**config.mk**
```make
export PLATFORM = sky130hd
export DESIGN_NAME = uart_rx_fifo
export DESIGN_NICKNAME = d
export VERILOG_FILES = /design/src/rtl/uart_rx_fifo.sv
export SDC_FILE = /design/constraint.sdc
export NUM_CORES = 1
export LEC_CHECK = 0
export CELL_PAD_IN_SITES_DETAIL_PLACEMENT = 1
export CELL_PAD_IN_SITES_GLOBAL_PLACEMENT = 2
export CORE_MARGIN = 1.5
export CORE_UTILIZATION = 35
export CTS_CLUSTER_DIAMETER = 80
export CTS_CLUSTER_SIZE = 20
export DETAILED_ROUTE_END_ITERATION = 10
export GPL_TIMING_DRIVEN = 0
export PLACE_DENSITY_LB_ADDON = 0.05
export SLEW_MARGIN = 20
export SYNTH_ARGS = -nofsm -noshare
export SYNTH_HDL_FRONTEND = slang
export SYNTH_SLANG_ARGS = --single-unit
```
**constraint.sdc**
```tcl
create_clock -name i_Clock -period 2.75 [get_ports i_Clock]
set_input_delay 0.825 -clock i_Clock [delete_from_list [all_inputs] [get_ports i_Clock]]
set_output_delay 0.825 -clock i_Clock [all_outputs]
set_load 0.005 [all_outputs]
```
**src/rtl/uart_rx_fifo.sv**
```systemverilog
// Receive-side byte FIFO behind a UART receiver: first-word-fall-through read port,
// occupancy/almost-full/full flags decoded from the registered count, sticky overflow.
module uart_rx_fifo #(
    parameter int DEPTH       = 16,
    parameter int ADDR_W      = 4,
    parameter int AFULL_LEVEL = 12
) (
    input  logic              i_Clock,
    input  logic              i_reset,
    input  logic              i_RX_DV,
    input  logic [7:0]        i_RX_Data,
    input  logic              i_rd_ready,
    output logic              o_rd_valid,
    output logic [7:0]        o_rd_data,
    output logic              o_empty,
    output logic              o_full,
    output logic              o_almost_full,
    output logic [ADDR_W:0]   o_count,
    output logic              o_overflow,
    input  logic              i_clr_overflow
);

    localparam logic [ADDR_W:0] FULL_COUNT  = (ADDR_W + 1)'(DEPTH);
    localparam logic [ADDR_W:0] AFULL_COUNT = (ADDR_W + 1)'(AFULL_LEVEL);

    logic [7:0]        mem [DEPTH];
    logic [ADDR_W-1:0] wr_ptr;
    logic [ADDR_W-1:0] rd_ptr;
    logic [ADDR_W:0]   count;
    logic              overflow;

    logic pop;
    logic push;
    logic overflow_evt;

    always_comb begin
        o_empty       = (count == '0);
        o_full        = (count == FULL_COUNT);
        o_almost_full = (count >= AFULL_COUNT);
        o_rd_valid    = !o_empty;
        o_count       = count;
        o_overflow    = overflow;
        o_rd_data     = mem[rd_ptr];

        pop  = i_rd_ready && o_rd_valid;
        // A full FIFO still accepts a byte when the head leaves in the same cycle.
        push         = i_RX_DV && (!o_full || pop);
        overflow_evt = i_RX_DV && o_full && !pop;
    end

    // NOTE: the storage array has no reset; only pointers and count define what is valid.
    always_ff @(posedge i_Clock) begin
        if (push && !i_reset) begin
            mem[wr_ptr] <= i_RX_Data;
        end
    end

    // NOTE: state updates use non-blocking assignments so every register sees pre-edge values.
    always_ff @(posedge i_Clock) begin
        if (i_reset) begin
            wr_ptr   <= '0;
            rd_ptr   <= '0;
            count    <= '0;
            overflow <= 1'b0;
        end else begin
            if (push) begin
                wr_ptr <= wr_ptr + 1'b1;
            end
            if (pop) begin
                rd_ptr <= rd_ptr + 1'b1;
            end

            if (push && !pop) begin
                count <= count + 1'b1;
            end else if (pop && !push) begin
                count <= count - 1'b1;
            end

            // A fresh drop outranks a coincident clear so no loss goes unreported.
            if (overflow_evt) begin
                overflow <= 1'b1;
            end else if (i_clr_overflow) begin
                overflow <= 1'b0;
            end
        end
    end

endmodule
```
==> flow_metrics.env <==
export IMPL_outcome="complete, but fails checks"
export IMPL_violations="setup timing"
export IMPL_power_density_cell_area_mw_per_mm2=913
export IMPL_timing_critical_path_slowest_stage_cell="sky130_fd_sc_hd__mux4_2"
export IMPL_synth_enable_flop_cells=128
export IMPL_setup_reg_to_reg_worst_slack_ns=0.10
export IMPL_routedWlPerCell_um=22.4
export IMPL_grt_pass1_wl_mm=21.5
export IMPL_holdCritStartpoint="wr_ptr[1]"
export IMPL_postSynthNetCount=348
export IMPL_fin_crit_ns=2.87
export IMPL_num_vias=3063
export IMPL_final_nets=406
export IMPL_remaining_drc_errors=0
export IMPL_number_of_global_route_vias_before_repair=3404
export IMPL_peakVddDrop_mv=0.409
export IMPL_floorplan_die_area_mm2=0.0175
export IMPL_final_max_slew_violation_count=0
export IMPL_cell_area_after_synthesis_mm2=0.00585
export IMPL_clk_pin_slew_ns=0.06
export IMPL_ys_async_sr_fraction_pct=0
export IMPL_final_area_mm2=0.00732
export IMPL_drtIter0Drc=240
export IMPL_synth_seq_cells=146
export IMPL_layout_common_cells="sky130_fd_sc_hd__edfxtp_1 (128), sky130_fd_sc_hd__mux4_2 (32), sky130_fd_sc_hd__nor2_1 (19)"
export IMPL_clock_sinks=146
export IMPL_ys_types=40
export IMPL_io_pin_count=31
export IMPL_postSynthAreaPerCell_um2=18.0
export IMPL_cpPeakStageDelay_ns=0.52
export IMPL_fin_worst_skew_ns=0.00506
export IMPL_initial_antenna_violation_count=0
export IMPL_initial_core_util_pct=35.5
export IMPL_crit_chain="buf_12 -> buf_12 -> mux4_2 -> a22oi_2 -> nand2_1 -> buf_2"
export IMPL_core_area_mm2=0.0165
export IMPL_num_fill_cells=1582
export IMPL_yosys_warnings=0
export IMPL_maxClockFrequency_mhz=349
export IMPL_postCtsHoldBufs=0
export IMPL_hold_crit_endpoint="wr_ptr[1]"
export IMPL_critPathLaunchType="flip-flop"
export IMPL_seq_area_frac_synth_pct=71.9
export IMPL_hold_path_depth=2
export IMPL_final_instance_count_excl_fill=613
export IMPL_setup_repair_after_global_routing_missed_its_margin="true"
export IMPL_fin_ws_ns=-0.119
export IMPL_worstRegToRegCells=9
export IMPL_crit_required_ns=1.93
export IMPL_crit_arrival_ns=2.04
export IMPL_worst_r2r_endpoint="o_count[4]"
export IMPL_first_pass_iters=4
export IMPL_postSynthCellCount=324
export IMPL_report_final_hold_viol_count=0
export IMPL_ctsLongestPathBuffers=2
export IMPL_most_frequent_cell_on_the_critical_path="sky130_fd_sc_hd__buf_12"
export IMPL_rows=47
export IMPL_placer_congestion_estimate=0.742
export IMPL_clk_latency_ns=0.42
export IMPL_placement_io_buffers=29
export IMPL_number_of_buffers_added_by_the_clock_tree_synthesis_step=17
export IMPL_areaGrowthSynthToFinish_pct=25.2
export IMPL_cts_htree_levels=4
export IMPL_critPathCaptureType="output pin"
export IMPL_wl_mm=13.7
export IMPL_dpl_hpwl_mm=8.76
export IMPL_fin_setup_tns_ns=-0.757
export IMPL_path_max_fanout=5
export IMPL_post_route_cells_drive_above_1_share_pct=33.1
export IMPL_maximum_number_of_pins_on_one_net_before_global_route_repair=17
export IMPL_p_leak_uw=0.00238
export IMPL_yosys_most_used_dff="sky130_fd_sc_hd__edfxtp_1"
export IMPL_critPathKind="flip-flop to output pin"
export IMPL_die_height_um=132
export IMPL_routed_via_density=5.00
export IMPL_layout_cells_most_common="sky130_fd_sc_hd__edfxtp_1"
export IMPL_ant_nets=0
export IMPL_n_antenna_cell=0
export IMPL_place_inst=573
export IMPL_finalCritPeriodShare_pct=104
export IMPL_root_buffer="sky130_fd_sc_hd__clkbuf_16"
export IMPL_die_x_um=132
export IMPL_track_usage_pct=17.3
export IMPL_setup_viol=8
export IMPL_max_cap_viol_count=0
export IMPL_overflow=0
export IMPL_worst_slew_pin_slew_ns=0.870
export IMPL_placed_cell_area_mm2=0.00641
export IMPL_slew_headroom_pct=41.8
export IMPL_reg2reg_from="o_count[0]"
export IMPL_min_path_type="flip-flop to flip-flop"
export IMPL_tritoncts="yes"
==> synthesized netlist by cell type (2+ instances only) <==
library cell / n / share of area, %
sky130_fd_sc_hd__inv_1: 8 / 0.51
sky130_fd_sc_hd__nor2_1: 34 / 2.2
sky130_fd_sc_hd__edfxtp_1: 128 / 66
sky130_fd_sc_hd__nand3_1: 3 / 0.26
sky130_fd_sc_hd__dfxtp_1: 18 / 6.2
sky130_fd_sc_hd__ha_1: 10 / 2.1
sky130_fd_sc_hd__xnor2_1: 2 / 0.30
sky130_fd_sc_hd__nand3b_1: 2 / 0.26
sky130_fd_sc_hd__a22oi_1: 16 / 2.1
sky130_fd_sc_hd__xor2_1: 6 / 0.90
sky130_fd_sc_hd__nor2b_1: 5 / 0.53
sky130_fd_sc_hd__buf_2: 3 / 0.26
sky130_fd_sc_hd__clkbuf_1: 8 / 0.51
sky130_fd_sc_hd__o211ai_1: 2 / 0.26
sky130_fd_sc_hd__buf_1: 2 / 0.13
sky130_fd_sc_hd__a21oi_1: 6 / 0.51
sky130_fd_sc_hd__nand2_1: 17 / 1.1
sky130_fd_sc_hd__mux4_2: 32 / 12
==> repair_timing <==
action | CTS | global route
buffers inserted | 11 | 2
gates cloned | 3 | 0
resized for setup | 84 | 24
pin swaps | 23 | 13
endpoints found under the setup margin | 38 | 100
==> cell type report <==
cell class	count	area, µm²	share of cell area [%]
Clock inverter	9	115	1.57
Sequential cell	146	4210	57.6
Timing Repair Buffer	43	440	6.02
Multi-Input combinational cell	156	1710	23.4
Inverter	8	32.5	0.444
Buffer	10	88.8	1.21
Tap cell	220	275	3.76
Clock buffer	21	440	6.02
==> metal layers <==
layer	wire length, µm	GRT usage [%]	vias up
li1	-	-	1397
met1	6260	22.6	1597
met2	6810	28.4	49
met3	431	4.42	20
met4	248	5.92	0
met5	0	0	-
==> power by group <==
group	total (µW)	leakage, µW	internal [µW]	switching [µW]
logic	1850	0.000803	1040	809
registers	2590	0.00130	2500	94.9
clock network	2240	0.000271	1400	845
==> how the worst max path moves through the flow <==
stage | to | slack [ns] | depth (start not counted)
floorplan | o_count[4] | 0.001 | 11
global placement | o_count[4] | -0.84 | 10
finish | o_rd_data[4] | -0.12 | 6
CTS | o_rd_data[0] | -0.16 | 7
detailed placement | o_count[4] | -0.85 | 10
global route | o_rd_data[5] | -0.19 | 6
==> logic make-up after synthesis <==
group                      count (synthesis)  share of synthesized area (%)
xor gates and xnor gates                   8                           1.20
buffers and inverters                     22                           1.60
adders and majority gates                 11                           2.48
DFF                                      146                           71.9
AOI/OAI and AO/OA                         31                           4.07
muxes                                     34                           12.7
and+or+nand+nor                           72                           6.06
==> worst max-delay path: cells and delay by family (launching register included) <==
kind / cells / cell delay, ns
compound gates: 1 / 0.24
simple gates: 1 / 0.07
flops: 1 / 0.40
buf+inv: 3 / 0.38
mux: 1 / 0.52
==> stage by stage <==
step                setup slack (ns)  hold WS, ns  utilization (%)  power, µW
global placement              -0.838        0.505             38.9       4080
floorplan                    0.00119        0.482                -       3530
global route                  -0.185        0.581             44.5       7000
finish                        -0.119        0.529             44.5       6680
detailed placement            -0.846        0.531             39.0       4080
CTS                           -0.165        0.539             44.4       6800
==> flip-flops by register name (all words and copies together), names as in the netlist, named ones only <==
| name | flops |
|---|---|
| mem | 128 |
| o_count | 5 |
| o_overflow | 1 |
| rd_ptr | 4 |
| wr_ptr | 4 |
No activity file was read; power rests on OpenSTA's default activity.
